**src/rtl/rst_seq_ctrl.sv**
```systemverilog
// Reset sequencer: arbitrates system reset and soft-reset requests, releases per-stage resets in order.
// Latency: stage k releases HOLD_CYCLES + k*STAGE_GAP edges after sequence entry; all outputs registered.
// Backpressure: requests are level-held and only sampled in RUN; requests seen earlier wait, never drop.
module rst_seq_ctrl #(
    parameter int NUM_STAGES  = 3,
    parameter int NUM_REQ     = 2,
    parameter int HOLD_CYCLES = 16,
    parameter int STAGE_GAP   = 4
) (
    input  logic                  clk,
    input  logic                  rstn,
    input  logic [NUM_REQ-1:0]    req_i,
    output logic [NUM_REQ-1:0]    req_ack_o,
    output logic [NUM_STAGES-1:0] stage_rstn_o,
    output logic                  busy_o,
    output logic                  ready_o,
    output logic [NUM_REQ:0]      cause_o
);

    // The counter only has to reach the longer of the two phase lengths.
    localparam int CNT_MAX = (HOLD_CYCLES > STAGE_GAP) ? HOLD_CYCLES : STAGE_GAP;
    localparam int CW      = $clog2(CNT_MAX + 1);
    localparam int CAW     = NUM_REQ + 1;

    localparam logic [CW-1:0]         HOLD_LAST = CW'(HOLD_CYCLES - 1);
    localparam logic [CW-1:0]         GAP_LAST  = CW'(STAGE_GAP - 1);
    localparam logic [NUM_STAGES-1:0] STG_LSB   = NUM_STAGES'(1);
    localparam logic [NUM_REQ-1:0]    REQ_LSB   = NUM_REQ'(1);
    localparam logic [NUM_REQ:0]      CAUSE_POR = CAW'(1);

    typedef enum logic [1:0] {
        ST_ASSERT  = 2'd0,
        ST_HOLD    = 2'd1,
        ST_RELEASE = 2'd2,
        ST_RUN     = 2'd3
    } state_t;

    state_t                  state_q, state_d;
    logic [CW-1:0]           cnt_q, cnt_d;
    logic [NUM_STAGES-1:0]   stage_q, stage_d;
    logic                    busy_q, busy_d;
    logic                    ready_q, ready_d;
    logic [NUM_REQ-1:0]      ack_q, ack_d;
    logic [NUM_REQ:0]        cause_q, cause_d;

    logic [NUM_REQ-1:0]      grant;
    logic [NUM_STAGES-1:0]   stage_shift;

    // Fixed-priority pick: scanning high to low lets the lowest set index win.
    always_comb begin
        grant = '0;
        for (int i = NUM_REQ - 1; i >= 0; i--) begin
            if (req_i[i]) begin
                grant = REQ_LSB << i;
            end
        end
    end

    // Next-state and next-output logic; every output is computed here and registered below.
    always_comb begin
        state_d     = state_q;
        cnt_d       = cnt_q;
        stage_d     = stage_q;
        busy_d      = busy_q;
        ready_d     = ready_q;
        ack_d       = '0;
        cause_d     = cause_q;
        // Releasing one more stage shifts a 1 in at bit 0, keeping the thermometer shape.
        stage_shift = (stage_q << 1) | STG_LSB;

        case (state_q)
            ST_ASSERT: begin
                // Only reachable with rstn already high here: this edge is sequence entry.
                state_d = ST_HOLD;
                cnt_d   = '0;
                stage_d = '0;
                busy_d  = 1'b1;
                ready_d = 1'b0;
            end

            ST_HOLD: begin
                if (cnt_q == HOLD_LAST) begin
                    stage_d = stage_shift;
                    cnt_d   = '0;
                    if (&stage_shift) begin
                        state_d = ST_RUN;
                        busy_d  = 1'b0;
                        ready_d = 1'b1;
                    end else begin
                        state_d = ST_RELEASE;
                    end
                end else begin
                    cnt_d = cnt_q + 1'b1;
                end
            end

            ST_RELEASE: begin
                if (cnt_q == GAP_LAST) begin
                    stage_d = stage_shift;
                    cnt_d   = '0;
                    if (&stage_shift) begin
                        state_d = ST_RUN;
                        busy_d  = 1'b0;
                        ready_d = 1'b1;
                    end
                end else begin
                    cnt_d = cnt_q + 1'b1;
                end
            end

            ST_RUN: begin
                // Soft requests are honoured only once the core is fully out of reset.
                if (|req_i) begin
                    state_d = ST_HOLD;
                    cnt_d   = '0;
                    stage_d = '0;
                    busy_d  = 1'b1;
                    ready_d = 1'b0;
                    ack_d   = grant;
                    cause_d = {grant, 1'b0};
                end
            end

            default: begin
                state_d = ST_ASSERT;
                cnt_d   = '0;
                stage_d = '0;
                busy_d  = 1'b1;
                ready_d = 1'b0;
                cause_d = CAUSE_POR;
            end
        endcase
    end

    // State and output registers; system reset overrides everything including a pending request.
    always_ff @(posedge clk) begin
        if (!rstn) begin
            state_q <= ST_ASSERT;
            cnt_q   <= '0;
            stage_q <= '0;
            busy_q  <= 1'b1;
            ready_q <= 1'b0;
            ack_q   <= '0;
            cause_q <= CAUSE_POR;
        end else begin
            state_q <= state_d;
            cnt_q   <= cnt_d;
            stage_q <= stage_d;
            busy_q  <= busy_d;
            ready_q <= ready_d;
            ack_q   <= ack_d;
            cause_q <= cause_d;
        end
    end

    assign req_ack_o    = ack_q;
    assign stage_rstn_o = stage_q;
    assign busy_o       = busy_q;
    assign ready_o      = ready_q;
    assign cause_o      = cause_q;

endmodule

```
**config.mk**
```make
export PLATFORM = sky130hd
export DESIGN_NAME = rst_seq_ctrl
export DESIGN_NICKNAME = d
export VERILOG_FILES = /design/src/rtl/rst_seq_ctrl.sv
export SDC_FILE = /design/constraint.sdc
export NUM_CORES = 1
export LEC_CHECK = 0
export CAP_MARGIN = 15
export CORE_MARGIN = 4
export CORE_UTILIZATION = 30
export DETAILED_ROUTE_END_ITERATION = 12
export SKIP_LAST_GASP = 1
export SYNTH_ARGS = -nofsm -noshare
export SYNTH_HDL_FRONTEND = slang
export SYNTH_SLANG_ARGS = --single-unit
```
**constraint.sdc**
```tcl
create_clock -name clk -period 2.1 [get_ports clk]
set_clock_uncertainty 0.15 [all_clocks]
set_input_delay 0.63 -clock clk [delete_from_list [all_inputs] [get_ports clk]]
set_output_delay 0.63 -clock clk [all_outputs]
set_load 0.05 [all_outputs]
```
==> key figures <==
Power and ir drop
  • Leak: 0.0004437 uW
  • Pwr/cell area: 1067 nW/um2
  • Max VDD drop: 0.5276 mV
  • Total power: 1144 uW

Logic synthesis
  • Synth Area in Adders: 0.09160
  • Sequential area share after synthesis: 0.4153
  • Top-area cell type share of the netlist area: 0.4153
  • Mapped cell area: 819.5 um2
  • Yosys warning total: 0
  • Post-synthesis mux area share: 0.01221
  • Main synth FF type: dfxtp_1
  • Main combinational cell family by area after synthesis: simple AND/OR/NAND/NOR gates
  • Xor-xnor portion of the synthesized cell area: 0
  • Biggest area consumer among synthesized cells: dfxtp_1
  • Post-Syn Instances: 95
  • EDFF count, synth: 0
  • Simple-gate area share of the yosys netlist: 0.2275
  • Post-synthesis net count: 105
  • Register bit total from synthesis: 17
  • Ys async rst share: 0
  • Synth top area cells: dfxtp_1 42%, ha_1 9.2%, nand2_1 9.2%, a21oi_1 3.7%, nand3_1 3.7%
  • Synth Area in Compound Gates: 0.2076
  • Cell variety after synth: 28
  • Syn avg cell area: 8.627 um2

Floorplanning
  • Starting density of the core: 0.3220
  • Die footprint: 3632 um2
  • Row Count: 18
  • Die height: 60.27 um
  • Die X: 60.27 um
  • I/O pin cnt: 14
  • Core area: 2545 um2

Clocking
  • Hold Buf Count CTS: 0
  • Clock latency on the worst-skew pair: 0.30 ns
  • CTS Buffer Depth: 2
  • TritonCTS Buffers: 3
  • H-tree Lvls: 1
  • Clock root cell: clkbuf_4
  • CTS sink cnt: 17
  • CTS tree: done
  • Clock Pin Slew Worst Setup and Hold Paths: 0.10 ns

Job
  • Max-cap violations: 0

Critical path
  • Crit path max-delay family: compound AO/OA/AOI/OAI gates
  • CP arrival: 2.10 ns
  • Critical path buffers and inverters: 0
  • Crit path from: cnt_q[1]
  • Reg2reg end: state_q[1]
  • Reg-to-reg slack, setup: 0.09 ns
  • R2R Path Start: cnt_q[1]
  • CP endpoint kind: flip-flop
  • Critical path's largest stage delay: 0.50 ns
  • Stages on worst setup path: 5
  • Critical Path RT: 2.18 ns
  • CP max stage cell: or4b_4
  • R2R depth: 5
  • Setup Crit Path Kind: reg -> reg
  • Worst Setup EP: state_q[1]
  • Critical-path maximum fanout: 8
  • Cell Chain, Critical Path: ha_2, or4b_4, a221o_4, a21oi_4, mux2i_1
  • CP startpoint kind: flip-flop

STA
  • Worst-Margin Slew: 0.3045 ns
  • Final setup violating endpoints: 0
  • Min cycle time layout: 2.014 ns
  • F_max: 496.4 MHz
  • Slew Limit Headroom: 0.7964
  • Final Hold Fails: 0
  • Unrepaired setup endpoints after global routing: false
  • Final Cycle Share: 0.9592
  • Fin. max-slew vios: 0
  • Hold Slack: 0.3041 ns

Drt
  • Via count: 715
  • DR WL/cell: 11.54 um
  • DR vias/cell: 4.831
  • DR iter-0 viols: 13
  • Drc violations: 0
  • DR pass1 iterations: 4
  • Routed Wire Length: 1708 um
  • ANT nets after route: 0

GRT
  • Total gr overflow: 0
  • Vias in the first global route: 679
  • Global-route wire length before repair: 2863 um
  • Pin count of the biggest net entering global routing: 11
  • Initial antenna violation count: 0
  • GRT Util Overall: 0.1053

Status
  • Outcome: completed

Placement
  • IO Port Bufs: 13
  • Area after DPL: 1032 um2
  • Hpwl dp: 1279 um
  • RD Place Congestion: 0.8041
  • Placed Instances: 143

Cells and area
  • Ant. Diodes: 0
  • Final #Nets: 129
  • Layout cells sized above 1: 0.2458
  • Finished Layout Cells: 148
  • Post-layout util: 0.4213
  • Most frequent cells in the layout: 20 x nand2_1, 16 x buf_4, 15 x dfxtp_1
  • P&R area growth vs syn: 30.84%
  • Commonest non-fill, non-tap cell in the layout: nand2_1
  • Post-route cell area: 1072 um2

Min path
  • Hold Path Class: reg -> reg
report_power, final:
part	switching (uW)	leakage, uW	internal [uW]
clock network	107	0.0000177	71.0
logic	305	0.000287	250
registers	46.2	0.000139	365
repair_timing:
item	CTS	global route
setup buffers	0	1
resized for setup	0	4
setup endpoints to repair	0	5
layer usage:
layer | share of wire | global-route usage | routed length (um)
met1 | 0.48 | 0.1284 | 816
met2 | 0.44 | 0.1682 | 752
met3 | 0.059 | 0.01944 | 100
met4 | 0.022 | 0.06646 | 38
met5 | 0 | 0 | 0
state kept, by name, indices dropped and copies added (netlist names):
name,count
stage_rstn_o,3
req_ack_o,2
cnt_q,5
busy_o,1
ready_o,1
cause_o,3
state_q,2
through the flow:
stage / setup slack, ns / setup TNS, ns
global route: 0.005277 / 0
CTS: 0.003374 / 0
detailed placement: -0.1322 / -0.5156
global placement: -0.1111 / -0.4514
finish: 0.08567 / 0
floorplan: 0.1491 / 0
kinds of logic after synthesis:
kind of cell,count (synthesis)
compound gates,22
flops,17
mux,1
fa+ha+maj,6
simple gates,39
buf+inv,10
synthesized netlist by cell type (2+ instances only):
library cell / count
nand2_1: 20
dfxtp_1: 17
inv_1: 8
a21oi_1: 6
ha_1: 6
nand3_1: 6
nor2_1: 4
nor3b_1: 3
o21ai_0: 3
a31oi_1: 2
clkbuf_1: 2
nor3_1: 2
how the worst min path moves through the flow:
stage                     cells past startpoint         end        from  slack, ns
after floorplan                               2    cnt_q[1]    cnt_q[1]       0.31
after global placement                        2  cause_o[0]  cause_o[0]       0.29
after detailed placement                      2  cause_o[0]  cause_o[0]       0.29
after CTS                                     2  cause_o[0]  cause_o[0]       0.31
after global routing                          2  cause_o[0]  cause_o[0]       0.33
final                                         2  cause_o[0]  cause_o[0]       0.30
worst min-delay path, stage by stage, from the launching register on:
cell and delay [ns]:
dfxtp_1 0.32, nand2_1 0.05, nand2_1 0.04
layout make-up:
cell class	instances	area (um2)
clock buffers	3	22.52
clock inverters	1	5.005
fillers	261	1473
inverters	8	30.03
multi-input cells	68	444.2
flip-flops and latches	17	342.8
well taps	30	37.54
repair buffers	21	190.2
(Power assumes the default switching activity.)
